--- src/rtl/router_ctrl.sv ---
// Ingress controller for the 1x3 router: decodes the header address, sequences FIFO writes,
// checks packet parity and raises a per-port soft_reset when an output port is not read for TIMEOUT cycles.
module router_ctrl #(
   parameter int unsigned TIMEOUT = 30,
   parameter int unsigned CNT_W   = 5
) (
   input  logic       clock,
   input  logic       reset,
   input  logic       pkt_valid,
   input  logic [7:0] data_in,
   input  logic [2:0] fifo_full,
   input  logic [2:0] fifo_empty,
   input  logic [2:0] read_enb,
   output logic       busy,
   output logic [2:0] write_enb,
   output logic [7:0] fifo_data,
   output logic       lfd_state,
   output logic [2:0] vld_out,
   output logic [2:0] soft_reset,
   output logic       err
);

   typedef enum logic [2:0] {
      IDLE,
      WAIT_EMPTY,
      LOAD_HDR,
      LOAD_DATA,
      CHECK_PARITY,
      DROP
   } state_e;

   state_e           state_q, state_d;
   logic [7:0]       hdr_q, hdr_d;
   logic [1:0]       addr_q, addr_d;
   logic [6:0]       remain_q, remain_d;
   logic [7:0]       par_acc_q, par_acc_d;
   logic             par_err_q, par_err_d;
   logic             err_q, err_d;
   logic [2:0]       soft_reset_q, soft_reset_d;
   logic [CNT_W-1:0] cnt_q [3];
   logic [CNT_W-1:0] cnt_d [3];

   logic [2:0] port_sel;
   logic       port_full;
   logic       port_empty;
   logic       port_srst;
   logic       consume;

   // Address 3 yields an all-zero select, so no port flag can ever qualify it.
   assign port_sel   = 3'b001 << addr_q;
   assign port_full  = |(fifo_full & port_sel);
   assign port_empty = |(fifo_empty & port_sel);
   assign port_srst  = |(soft_reset_q & port_sel);

   assign vld_out    = ~fifo_empty;
   assign soft_reset = soft_reset_q;
   assign err        = err_q;

   always_comb begin
      busy = 1'b0;
      unique case (state_q)
         WAIT_EMPTY, LOAD_HDR, CHECK_PARITY: busy = 1'b1;
         LOAD_DATA:                          busy = port_full;
         default:                            busy = 1'b0;
      endcase
   end

   assign consume = pkt_valid & ~busy;

   always_comb begin
      for (int unsigned p = 0; p < 3; p++) begin
         cnt_d[p]        = '0;
         soft_reset_d[p] = 1'b0;
         if (vld_out[p] && !read_enb[p]) begin
            if (cnt_q[p] == CNT_W'(TIMEOUT - 1)) soft_reset_d[p] = 1'b1;
            else                                 cnt_d[p] = cnt_q[p] + CNT_W'(1);
         end
      end
   end

   always_comb begin
      state_d   = state_q;
      hdr_d     = hdr_q;
      addr_d    = addr_q;
      remain_d  = remain_q;
      par_acc_d = par_acc_q;
      par_err_d = par_err_q;
      err_d     = err_q;
      write_enb = '0;
      lfd_state = 1'b0;
      fifo_data = (state_q == LOAD_HDR) ? hdr_q : data_in;

      unique case (state_q)
         IDLE: begin
            if (consume) begin
               hdr_d     = data_in;
               addr_d    = data_in[1:0];
               par_acc_d = data_in;
               remain_d  = {1'b0, data_in[7:2]} + 7'd1;
               err_d     = 1'b0;
               if (data_in[1:0] == 2'd3)                          state_d = DROP;
               else if (|(fifo_empty & (3'b001 << data_in[1:0]))) state_d = LOAD_HDR;
               else                                               state_d = WAIT_EMPTY;
            end
         end
         WAIT_EMPTY: begin
            if (port_srst) begin
               err_d   = 1'b1;
               state_d = DROP;
            end else if (port_empty) begin
               state_d = LOAD_HDR;
            end
         end
         LOAD_HDR: begin
            if (port_srst) begin
               err_d   = 1'b1;
               state_d = DROP;
            end else if (!port_full) begin
               write_enb = port_sel;
               lfd_state = 1'b1;
               state_d   = LOAD_DATA;
            end
         end
         LOAD_DATA: begin
            // A byte accepted on the abort cycle counts toward the drop so the source stays in step.
            if (port_srst) begin
               err_d   = 1'b1;
               state_d = DROP;
               if (consume) begin
                  remain_d = remain_q - 7'd1;
                  if (remain_q == 7'd1) state_d = IDLE;
               end
            end else if (consume) begin
               write_enb = port_sel;
               remain_d  = remain_q - 7'd1;
               if (remain_q == 7'd1) begin
                  par_err_d = (par_acc_q != data_in);
                  state_d   = CHECK_PARITY;
               end else begin
                  par_acc_d = par_acc_q ^ data_in;
               end
            end
         end
         CHECK_PARITY: begin
            err_d   = par_err_q;
            state_d = IDLE;
         end
         DROP: begin
            if (consume) begin
               remain_d = remain_q - 7'd1;
               if (remain_q == 7'd1) state_d = IDLE;
            end
         end
         default: state_d = IDLE;
      endcase
   end

   always_ff @(posedge clock) begin
      if (reset) begin
         state_q      <= IDLE;
         hdr_q        <= '0;
         addr_q       <= '0;
         remain_q     <= '0;
         par_acc_q    <= '0;
         par_err_q    <= 1'b0;
         err_q        <= 1'b0;
         soft_reset_q <= '0;
         for (int unsigned p = 0; p < 3; p++) cnt_q[p] <= '0;
      end else begin
         state_q      <= state_d;
         hdr_q        <= hdr_d;
         addr_q       <= addr_d;
         remain_q     <= remain_d;
         par_acc_q    <= par_acc_d;
         par_err_q    <= par_err_d;
         err_q        <= err_d;
         soft_reset_q <= soft_reset_d;
         for (int unsigned p = 0; p < 3; p++) cnt_q[p] <= cnt_d[p];
      end
   end

endmodule
--- config.mk ---
export PLATFORM = sky130hd
export DESIGN_NAME = router_ctrl
export DESIGN_NICKNAME = d
export VERILOG_FILES = /design/src/rtl/router_ctrl.sv
export SDC_FILE = /design/constraint.sdc
export NUM_CORES = 1
export LEC_CHECK = 0
export CORE_UTILIZATION = 55
export DETAILED_ROUTE_END_ITERATION = 7
export GPL_TIMING_DRIVEN = 0
export HOLD_SLACK_MARGIN = 0.06
export PLACE_DENSITY = 0.91
export REMOVE_ABC_BUFFERS = 1
export SLEW_MARGIN = 10
export SYNTH_ARGS = -nofsm -noshare
export SYNTH_HDL_FRONTEND = slang
export SYNTH_SLANG_ARGS = --single-unit
--- constraint.sdc ---
create_clock -name clock -period 2.48 [get_ports clock]
set_input_delay 0.496 -clock clock [delete_from_list [all_inputs] [get_ports clock]]
set_output_delay 0.496 -clock clock [all_outputs]
set_load 0.005 [all_outputs]
# --- Word-level counts from Yosys, hierarchy flattened ---
# Memory sizes are Yosys's and may differ from the RTL's.
# Index checks and enable logic that the tools add are counted.
# Widths: inputs -> output; s select.
totals:
  inputBits: 20
  output_inout_bits: 20
  wordCells: 133
  ff_bits: 33
  mem_bits_rw: 15
  n_memories: 1
classes:
  add_sub_neg: 5
  shifts: 2
  n_reduce_logical: 26
  mux: 51
  n_eq_ne: 23
  bitwise_logic: 15
mem_list:
  columns: ["name", "words", "word_bits", "read_ports", "rd_ports_with_merged_regs", "wr", "line_no", "source"]
  rows:
  - ["cnt_q", 3, 5, 3, 0, 3, "40", "logic [CNT_W-1:0] cnt_q [3];"]
ops:
  columns: ["op", "n"]
  rows:
  - ["$mux 3", 17]
  - ["$mux 5", 9]
  - ["$mux 8", 5]
  - ["$reduce_or 3->1", 6]
  - ["$pmux 8 s2", 1]
  - ["$add 5x1->5 const B", 3]
  - ["$eq 5x5->1 const B", 3]
  - ["$pmux 3 s5", 1]
  - ["$mux 7", 2]
  - ["$pmux 7 s2", 1]
  - ["$and 3x3->3", 4]
  - ["$ne 2x2->1 const B", 6]
  - ["$ne 3x3->1 const B", 4]
  - ["$mux 1", 11]
  - ["$ne 8x8->1", 1]
  - ["$reduce_or 2->1", 4]
  - ["$xor 8x8->8", 1]
  - ["$add 6x1->7 const B", 1]
  - ["$eq 7x1->1 const B", 1]
  - ["$reduce_and 7->1", 1]
  - ["$sub 7x1->7 const B", 1]
  - ["$eq 3x2->1 const B", 2]
  - ["$eq 3x3->1 const B", 2]
  - ["$pmux 3 s2", 1]
  - ["20 further kinds", 34]

# --- Depth between registers and ports, before layout ---
# Gate-level depths: netlist (run 1).
logic_depth:
  word_depth: 9
  ltp_mapped: 8
  mapped_depth_nobuf: 6

# --- Worst setup path before layout (run 1) ---
# OpenSTA, ideal clock, no wires.
synth_path:
  kind: "flip-flop to output port"
  startpoint: "reg state_q[0]"
  endpoint: "out fifo_data[0]"
  arrival_ns: 1.474
  t_required_ns: 1.984
  stages_incl_launch_ff: 7
  setup_slack_ns: 0.510
  cell_sequence: "dfxtp_1 buf_2 buf_2 inv_1 and2_1 clkbuf_1 mux2_2"
synth_via:
  elab_chain_cells: 2
synth_lines:
  columns: ["item", "line_no", "source"]
  rows:
  - ["start: declaration", "32", "state_e state_q, state_d;"]
  - ["start signal: assignment", "170", "state_q <= state_d;"]
  - ["$eq 3x2->1", "91", "fifo_data = (state_q == LOAD_HDR) ? hdr_q : data_in;"]
  - ["$mux 8", "91", null]
  - ["end: declaration", "16", "output logic [7:0] fifo_data,"]
# Every way passes these cells.

==> results of run 1 <==
==> flip-flops by register name, indices dropped and copies added (netlist names) <==
register    count
remain_q        7
err             1
hdr_q           8
state_q         3
par_acc_q       8
par_err_q       1
soft_reset      3
cnt_q          15
==> how the worst max path moves through the flow <==
stage	slack, ps	depth (start not counted)	to	startpoint
detailed placement	-500	7	write_enb[2]	fifo_full[2]
floorplan	500	3	fifo_data[0]	state_q[1]$_SDFFE_PP0P_
CTS	-150	9	write_enb[2]	fifo_full[0]
global route	-70	8	write_enb[0]	hdr_q[1]$_SDFFE_PP0P_
global placement	-440	7	write_enb[2]	fifo_full[2]
finish	-40	8	write_enb[0]	hdr_q[1]$_SDFFE_PP0P_
==> layout by cell type (no fill, tap or decap), types with 3 or more instances in the layout <==
cell / n
nand2b_1: 3
o31a_1: 5
ha_1: 9
or3_1: 8
nor2_1: 34
nand2_1: 42
buf_4: 13
a311oi_1: 3
xnor2_1: 6
nor3_1: 3
o21ai_1: 5
o311ai_1: 3
a31oi_1: 4
dfxtp_1: 41
xor2_1: 17
o211ai_1: 4
nand3_1: 10
mux2i_1: 3
nor2b_1: 5
nor3_2: 3
o21ai_0: 19
dfxtp_4: 4
clkdlybuf4s50_1: 31
o21a_1: 3
nand3b_1: 3
clkbuf_8: 5
nand4_1: 7
a211oi_1: 5
a21oi_1: 21
inv_1: 13
mux2_2: 9
dlymetal6s2s_1: 3
==> cell families after synthesis <==
kind of cell / count (synthesis) / share of synthesized area, %
simple gates: 134 / 22.6
compound gates: 92 / 21.7
flops: 46 / 32.0
buf+inv: 43 / 6.96
xor+xnor: 23 / 7.00
mux: 15 / 5.79
fa+ha+maj: 9 / 3.91
==> critical path: cells and delay by family (launching register included) <==
family,cells,cell delay [ps]
muxes,1,340
and+or+nand+nor,2,240
buffers and inverters,3,400
AOI/OAI and AO/OA,2,280
DFF,1,440
==> metrics by stage <==
step | cell area, um2 | hold WS (ps) | power [W]
5_1_grt | 3500 | 485 | 0.00322
2_1_floorplan | 2730 | 427 | 0.00190
6_report | 3500 | 464 | 0.00306
3_3_place_gp | 3210 | 439 | 0.00226
4_1_cts | 3450 | 461 | 0.00298
3_5_place_dp | 3210 | 449 | 0.00230
==> layer usage <==
metal	up-vias	global-route usage, %
met2	139	49.6
met5	-	0
li1	1340	-
met4	0	17.6
met3	26	4.88
met1	1349	34.5
==> timing repair <==
item / 4_1_cts / 5_1_grt
hold buffers: 0 / 0
setup buffers: 12 / 3
endpoints found under the setup margin: 13 / 16
resized for setup: 24 / 15
pin swaps: 7 / 4
==> cell type report <==
cell class | instances | area [um2]
Multi-Input combinational cell | 273 | 1820
Inverter | 15 | 56.3
Timing Repair Buffer | 53 | 489
Clock buffer | 5 | 68.8
Clock inverter | 3 | 45.0
Tap cell | 67 | 83.8
Sequential cell | 46 | 937
Fill cell | 362 | 1380
==> power breakdown <==
group | internal, W | switching [W] | total [W]
Sequential | 0.000896 | 0.000206 | 0.00110
Clock | 0.000300 | 0.000271 | 0.000571
Combinational | 0.000633 | 0.000758 | 0.00139
==> flow_summary.yaml, run 1 <==
detailed_routing:
  top_layer_used: "met4"
  route.met3.wl_um: 543
  ant_nets: 0
  vias: 2854
  routedWlPerCell_um: 16.8
  wl_met2_um: 3760
  drtPass1Iterations: 5
  wl_um: 7760
  drc: 0
  via_per_inst: 6.18
  drt_iter0_drc: 285
  wl_met1_um: 3140
yosys:
  synth.avg_cell_area_um2: 7.95
  synthDistinctLibCells: 58
  synthTopCellsByCount: "46 x dfxtp_1, 42 x nand2_1, 35 x nor2_1"
  synth_area_mm2: 0.00288
  syn_inst: 362
  seq_area_frac_synth_pct: 32.0
  synth-async-reset-ratio_pct: 0
  synth.top_cell.area_share_pct: 32.0
  ys_top_cells_by_area: "dfxtp_1 32%, nand2_1 5.5%, xor2_1 5.2%"
  synth-edff-count: 0
  yosysWarningCount: 0
  synth_ff_type: "dfxtp_1"
  yosysMostFrequentCell: "dfxtp_1"
  synth-seq-cells: 46
  yosysTopAreaCell: "dfxtp_1"
min_path:
  whs_endpoint: "hdr_q[6]$_SDFFE_PP0P_"
  min_path_type: "reg -> reg"
  holdCritStartpoint: "hdr_q[6]$_SDFFE_PP0P_"
  min_path_cells: 2
timing:
  hold_violations: 0
  slew_headroom_pct: 23.2
  worst-slew-pin-transition_ps: 1150
  fin_crit_sh_pct: 102
  rsz0062_at_grt: "true"
  max_freq_mhz: 397
  slew_violations: 0
  finClkSkew_ps: 8.48
  setup_violations: 2
  fin_ws_ps: -39.1
  fin_crit_ps: 2520
  fin_tns_setup_ps: -48.5
cts:
  h-tree-depth: 2
  cts_sinks: 46
  tritoncts: "yes"
  root_buffer: "clkbuf_8"
  clock_path_buffers: 2
  cts_buffers: 5
  path_clk_slew_ps: 90
  clk_latency_ps: 300
global_route:
  grt_pass1_wl_um: 12200
  grt_max_degree: 29
  grt.overflow.total: 0
  antenna_found_initial: 0
  grt_usage_pct: 29.2
  grt_pass1_vias: 2721
worst_setup_path:
  end_kind: "primary output"
  crit_chain: "mux2i_4, o21ai_4, nor2_2, o211ai_1, buf_4, buf_6, nor3_2, buf_2"
  crit_required_ps: 1980
  arrival_ps: 2020
  start_kind: "flip-flop"
  slowest_stage: "dfxtp_4"
  crit_path_max_incr_delay_ps: 440
  rr_endpoint: "state_q[2]$_SDFFE_PP0P_"
  worstReg2RegStart: "state_q[1]$_SDFFE_PP0P_"
  critPathKind: "reg -> out"
  reg2regPathDepth: 7
  reg2reg_slack_ps: 350
  critPathMaxFanout: 7
floorplanning:
  core_area_mm2: 0.00488
  die_h_um: 74.3
  fp.dieArea_mm2: 0.00552
  ios: 40
  start_util_pct: 58.9
  die_w_um: 74.3
  num_rows: 25
place:
  post-place-ws_ps: -501
  hpwl_um: 4560
  dp_cells: 440
  place_congestion: 0.920
  numPortBuffers: 39
power:
  vdd_drop_max_uv: 444
  powerDensity_mw_per_mm2: 876
  p_leak_nw: 1.30
outcome:
  violations: "setup timing"
  outcome: "finished with violations"
finish:
  antenna_cells: 0
  finalNonFillerCells: 462
  final_core_util_pct: 71.7
  synthToLayoutAreaGrowth_pct: 21.6
  drive_gt1_share_pct: 15.4
  fin_nets: 423
job:
  drv_cap: 0
(Power assumes the default switching activity.)
==> inputs of run 2 (changes only) <==
Settings changed: CAP_MARGIN set to 20.
==> results of run 2 <==
The final DEF is identical to that of run 1; final timing and power are the same.
